`src/rtl/wb_pkg.sv`:
```
// Shared Wishbone definitions: arbiter state encoding,
// default bus widths and response-word constants.
package wb_pkg;

  localparam logic [0:0] ST_IDLE  = 1'b0;
  localparam logic [0:0] ST_OWNED = 1'b1;

  localparam int WB_AW = 32;
  localparam int WB_DW = 32;

  localparam logic [1:0] WB_RSP_NONE = 2'b00;
  localparam logic [1:0] WB_RSP_ACK  = 2'b01;
  localparam logic [1:0] WB_RSP_ERR  = 2'b10;
  localparam logic [1:0] WB_RSP_TMO  = 2'b11;

endpackage

```
`src/rtl/wb_arbiter_rr_pick.sv`:
```
// Round-robin picker: first set request bit above
// the last winner, wrapping modulo NM.
module rr_pick
  import wb_pkg::*;
#(
  parameter int NM = 2,
  parameter int IW = 1
) (
  input  logic [NM-1:0] req,
  input  logic [IW-1:0] last,
  output logic [IW-1:0] idx,
  output logic          any
);

  // scan last+1 .. last+NM, keep first hit
  always_comb begin
    idx = '0;
    any = 1'b0;
    for (int i = 1; i <= NM; i++) begin
      if (!any && req[(int'(last) + i) % NM]) begin
        any = 1'b1;
        idx = IW'((int'(last) + i) % NM);
      end
    end
  end

endmodule

```
`src/rtl/wb_arbiter.sv`:
```
// Round-robin pipelined Wishbone arbiter with a
// per-transaction watchdog in front of one slave.
module wb_arbiter
  import wb_pkg::*;
#(
  parameter int NM      = 2,
  parameter int AW      = WB_AW,
  parameter int DW      = WB_DW,
  parameter int TIMEOUT = 255
) (
  input  logic             i_clk,
  input  logic             i_reset_n,
  input  logic [NM-1:0]    i_m_cyc,
  input  logic [NM-1:0]    i_m_stb,
  input  logic [NM-1:0]    i_m_we,
  input  logic [NM*AW-1:0] i_m_addr,
  input  logic [NM*DW-1:0] i_m_data,
  output logic [NM-1:0]    o_m_stall,
  output logic [NM-1:0]    o_m_ack,
  output logic [NM-1:0]    o_m_err,
  output logic [DW-1:0]    o_m_data,
  output logic             o_s_cyc,
  output logic             o_s_stb,
  output logic             o_s_we,
  output logic [AW-1:0]    o_s_addr,
  output logic [DW-1:0]    o_s_data,
  input  logic             i_s_stall,
  input  logic             i_s_ack,
  input  logic             i_s_err,
  input  logic [DW-1:0]    i_s_data,
  output logic [NM-1:0]    o_grant,
  output logic             o_timeout
);

  localparam int IW = (NM > 1) ? $clog2(NM) : 1;
  localparam int TW =
    (TIMEOUT > 0) ? $clog2(TIMEOUT + 1) : 1;
  localparam logic [TW-1:0] TMAX =
    TW'((TIMEOUT > 0) ? TIMEOUT - 1 : 0);
  localparam logic [IW-1:0] LAST_RST = IW'(NM - 1);

  logic [0:0]    state;
  logic [IW-1:0] owner;
  logic [IW-1:0] last;
  logic [IW-1:0] pick;
  logic          any;
  logic [TW-1:0] tmr;
  logic          owned;
  logic          rsp;
  logic          wd_fire;

  rr_pick #(
    .NM (NM),
    .IW (IW)
  ) u_pick (
    .req  (i_m_cyc),
    .last (last),
    .idx  (pick),
    .any  (any)
  );

  assign owned   = (state == ST_OWNED);
  assign rsp     = i_s_ack | i_s_err;
  assign wd_fire = owned && (TIMEOUT != 0)
                && !rsp && (tmr == TMAX);
  assign o_timeout = wd_fire;
  assign o_m_data  = i_s_data;

  // ownership FSM, round-robin history and watchdog
  always_ff @(posedge i_clk or negedge i_reset_n) begin
    if (!i_reset_n) begin
      state <= ST_IDLE;
      owner <= '0;
      last  <= LAST_RST;
      tmr   <= '0;
    end else begin
      unique case (state)
        ST_IDLE: begin
          tmr <= '0;
          if (any) begin
            state <= ST_OWNED;
            owner <= pick;
            last  <= pick;
          end
        end
        ST_OWNED: begin
          if (!i_m_cyc[owner] || wd_fire) begin
            state <= ST_IDLE;
            tmr   <= '0;
          end else if (rsp) begin
            tmr <= '0;
          end else begin
            tmr <= tmr + TW'(1);
          end
        end
        default: state <= ST_IDLE;
      endcase
    end
  end

  // owner's request to slave, slave response to owner
  always_comb begin
    o_grant   = '0;
    o_m_stall = '1;
    o_m_ack   = '0;
    o_m_err   = '0;
    o_s_cyc   = 1'b0;
    o_s_stb   = 1'b0;
    o_s_we    = i_m_we[owner];
    o_s_addr  = i_m_addr[owner*AW +: AW];
    o_s_data  = i_m_data[owner*DW +: DW];
    if (owned) begin
      o_grant[owner]   = 1'b1;
      o_s_cyc          = i_m_cyc[owner];
      o_s_stb          = i_m_stb[owner];
      o_m_stall[owner] = i_s_stall;
      o_m_ack[owner]   = i_s_ack;
      o_m_err[owner]   = i_s_err | wd_fire;
    end
  end

endmodule

```
`config.mk`:
```
export PLATFORM = sky130hd
export DESIGN_NAME = wb_arbiter
export DESIGN_NICKNAME = d
export VERILOG_FILES = /design/src/rtl/wb_pkg.sv /design/src/rtl/wb_arbiter_rr_pick.sv /design/src/rtl/wb_arbiter.sv
export SDC_FILE = /design/constraint.sdc
export NUM_CORES = 1
export LEC_CHECK = 0
export CORE_AREA = 2 2 109 111
export CTS_BUF_LIST = sky130_fd_sc_hd__clkbuf_4
export DETAILED_ROUTE_END_ITERATION = 7
export DIE_AREA = 0 0 111 113
export PLACE_DENSITY_LB_ADDON = 0.15
export SKIP_CTS_REPAIR_TIMING = 1
export SLEW_MARGIN = 20
export SYNTH_ARGS = -nofsm -noshare
export SYNTH_HDL_FRONTEND = slang
export SYNTH_SLANG_ARGS = --single-unit
```
`constraint.sdc`:
```
create_clock -name i_clk -period 5.06 [get_ports i_clk]
set_clock_uncertainty 0.2 [all_clocks]
set_input_delay 0.759 -clock i_clk [delete_from_list [all_inputs] [get_ports i_clk]]
set_output_delay 0.759 -clock i_clk [all_outputs]
set_load 0.02 [all_outputs]
```
==> summary.md <==
| Metric | Value |
|---|---|
| R2r startpoint | owner |
| Initial DRC Count | around 80 |
| Most common cell in the netlist | mux2_2 |
| N_diodes | 0 |
| TritonCTS buffer count | 3 |
| XOR/XNOR Fraction of Synth Area | 1.57% |
| Final routed DRC violation total | 0 |
| NumNets Final | 524 |
| Largest family of logic cells by synthesized area | multiplexers |
| Seq/Total Area, Yosys | 16.5% |
| Initial antenna violation count | 0 |
| Number of setup violations in the final report | 0 |
| Port bufs | roughly 210 |
| Fin. max-slew vios | 0 |
| Placeable Area | 11300 µm² |
| Longest Clk Path Bufs | 2 |
| Adder-Cell Fraction of Synth Area | 1.50% |
| GRT overflow | 0 |
| Detail Route Antenna Nets | 0 |
| Syn_area_per_cell | ~9.7 µm² |
| Final instance area | 3740 µm² |
| Synth area leader | mux2_2 |
| Worst hold slack | between 200 and 300 ps |
| Crit path kind | input port to output pin |
| Pre-Repair DR Iteration Count | 4 |
| Vias in the first global route | 2035 |
| Post-Syn Instances | between 150 and 200 |
| Total routed wirelength | 8350 µm |
| Type of origin of the critical path | input port |
| Netlist cell types | 35 |
| Most used DFF post-synth | dfrtp_1 |
| Synth warn | 0 |
| Power share of the sequential group | between 10% and 20% |
| Post-Syn Area | 1670 µm² |
| Combinational power share | 82.7% |
| RSZ-0062 raised after global routing | false |
| Number of synthesized register bits | 11 |
| Reg clk slew, reported paths | approximately 80 ps |
| PwrDens | 362 nW/µm² |
| Asr flop ratio synth | 100% |
| Critical path capture point type | output pin |
| Critical path required time | a little over 4000 ps |
| RePlAce Congestion | 0.843 |
| Post-DP HPWL | 7170 µm |
| Ranking of synthesized cells by area | mux2_2, dfrtp_1, buf_4, buf_2, dfstp_2 |
| Min-Delay Path Class | flop to flop |
| TritonCTS clock tree | built |
| Mapped Nets | 345 |
| Starting density of the core | roughly 15% |
| First-pass GRT wire length | 12000 µm |
| Placed cell area | 3720 µm² |
| CTS root buf | clkbuf_4 |
| Synth Area in Compound Gates | roughly 6% |
| Slew Limit Headroom | 50.1% |
| Pleak | 1.39 nW |
| CP Data Arrival Time | 2680 ps |
| Max cap viols | 0 |
| DR vias | 1992 |
| Post-synthesis mux area share | 45.1% |
| Final critical-path setup slack | approximately 1400 ps |
| Switching pwr | 0.587 mW |
| DIE AREA | 12500 µm² |
| Pre-CTS setup slack | 1410 ps |
| Critical Path Fanout Max | 9 |
| Finished Core Util | 33.2% |
| Crit path time final | approximately 3600 ps |
| Internal | ~0.77 mW |
| Max VDD drop | 0.000137 V |
| Largest net degree at the start of global routing | 34 |
| Final hold violation count | 0 |
| Outcome | completed |
| Post-synth EDFFs | 0 |
| Die width | 111 µm |
| Clk pwr share | ~4.6% |
| Sw Ratio | roughly 43% |
| Layout overhead on the synthesized area | 124% |
| Slew @ Worst Pin | 749 ps |
| Yosys top cell area share | 44.5% |
| Hold Path Origin | last |
| Crit share post-route | 71.9% |
| CTS Sinks | 11 |
| Hold path depth | 2 |
| R2R cell count | 3 |
| Hold EP | last |
| WL/cell | 16.9 µm |
| Routed vias/inst | 4.04 |
| Setup slack, reg-to-reg | 3090 ps |
| R2R Path End | tmr[7] |
| Post-synthesis simple-gate area fraction | a little under an eighth |
| Synth cell count leaders | mux2_2, buf_4, dfrtp_1 |
| F_max | 275 MHz |
| Ports | 279 |
| TNS Setup | 0 ps |
| Layout cells sized above 1 | between 20% and 30% |
| Skew-Pair Late Insertion Delay | between 200 and 300 ps |
| # rows | 39 |
| Die Span Y | 113 µm |
| H-tree depth | 1 |
| GRT Total Usage | 12.3% |
[routing by layer]
layer,vias to the layer above,GRT usage (%),share of wire [%]
met3,19,3.43,8.7
met5,-,0,0
met2,128,23.1,53
met1,901,13.6,36
li1,944,-,-
met4,0,3.00,1.8
[cells by family (layout without fill, tap and decap cells)]
| group | after synthesis | count (layout) |
|---|---|---|
| DFF | 11 | 11 |
| muxes | 67 | 67 |
| adders and majority gates | 2 | 2 |
| xor gates and xnor gates | 3 | 3 |
| buffers and inverters | 45 | 223 |
| and+or+nand+nor | 30 | 30 |
| AOI/OAI and AO/OA | 14 | 14 |
[registers in the layout, indices dropped and copies added, names as in the netlist]
register,count
tmr,8
owner,1
owned,1
last,1
[layout by cell type, fill, tap and decap left out, drive strengths merged, types with 2 or more instances in the layout]
cell and n:
nand3 4, nor2 2, o21a 2, and3 3
ha 2, nor3 5, a31oi 2, xnor2 2
clkdlybuf4s50 214, dfrtp 10, nor2b 2, a21oi 2
nand2 4, nand2b 4, and2 2, mux2 66
inv 3, clkbuf 3, buf 2
[power by group through the flow]
stage	clock [mW]	sequential, mW	combinational [mW]
final	0.0630	0.172	1.12
after global routing	0.0692	0.182	1.18
after CTS	0.0659	0.175	1.14
after detailed placement	0	0.177	1.13
after global placement	0	0.175	1.14
after floorplan	0	0.110	0.693
[critical path, stage by stage]
cell and delay (ps):
clkdlybuf4s50_1 550, nor4b_4 600, o21a_1 170, clkdlybuf4s50_1 600
[metrics by stage]
stage	std cells	power, mW
after floorplan	172	0.803
after global placement	489	1.31
after detailed placement	489	1.31
after CTS	493	1.38
after global routing	493	1.43
final	493	1.36
[worst max-delay path by stage]
| stage | start | endpoint | cells after the start | slack, ps |
|---|---|---|---|---|
| 2_1_floorplan | i_s_err | o_m_err[0] | 3 | 2320 |
| 5_1_grt | owner | o_m_err[1] | 4 | 1270 |
| 3_5_place_dp | i_s_err | o_m_err[1] | 4 | 1410 |
| 3_3_place_gp | i_s_err | o_m_err[1] | 4 | 1450 |
| 6_report | i_s_err | o_m_err[1] | 4 | 1420 |
| 4_1_cts | owner | o_m_err[1] | 4 | 1360 |
[cell type report]
type	instances	area, µm²
clock buffers	3	22.5
clock inverters	1	5.00
fillers	1186	7530
inverters	3	11.3
multi-input cells	116	1090
flip-flops and latches	11	278
well taps	143	179
repair buffers	216	2160
No activity file was read; power rests on OpenSTA's default activity.
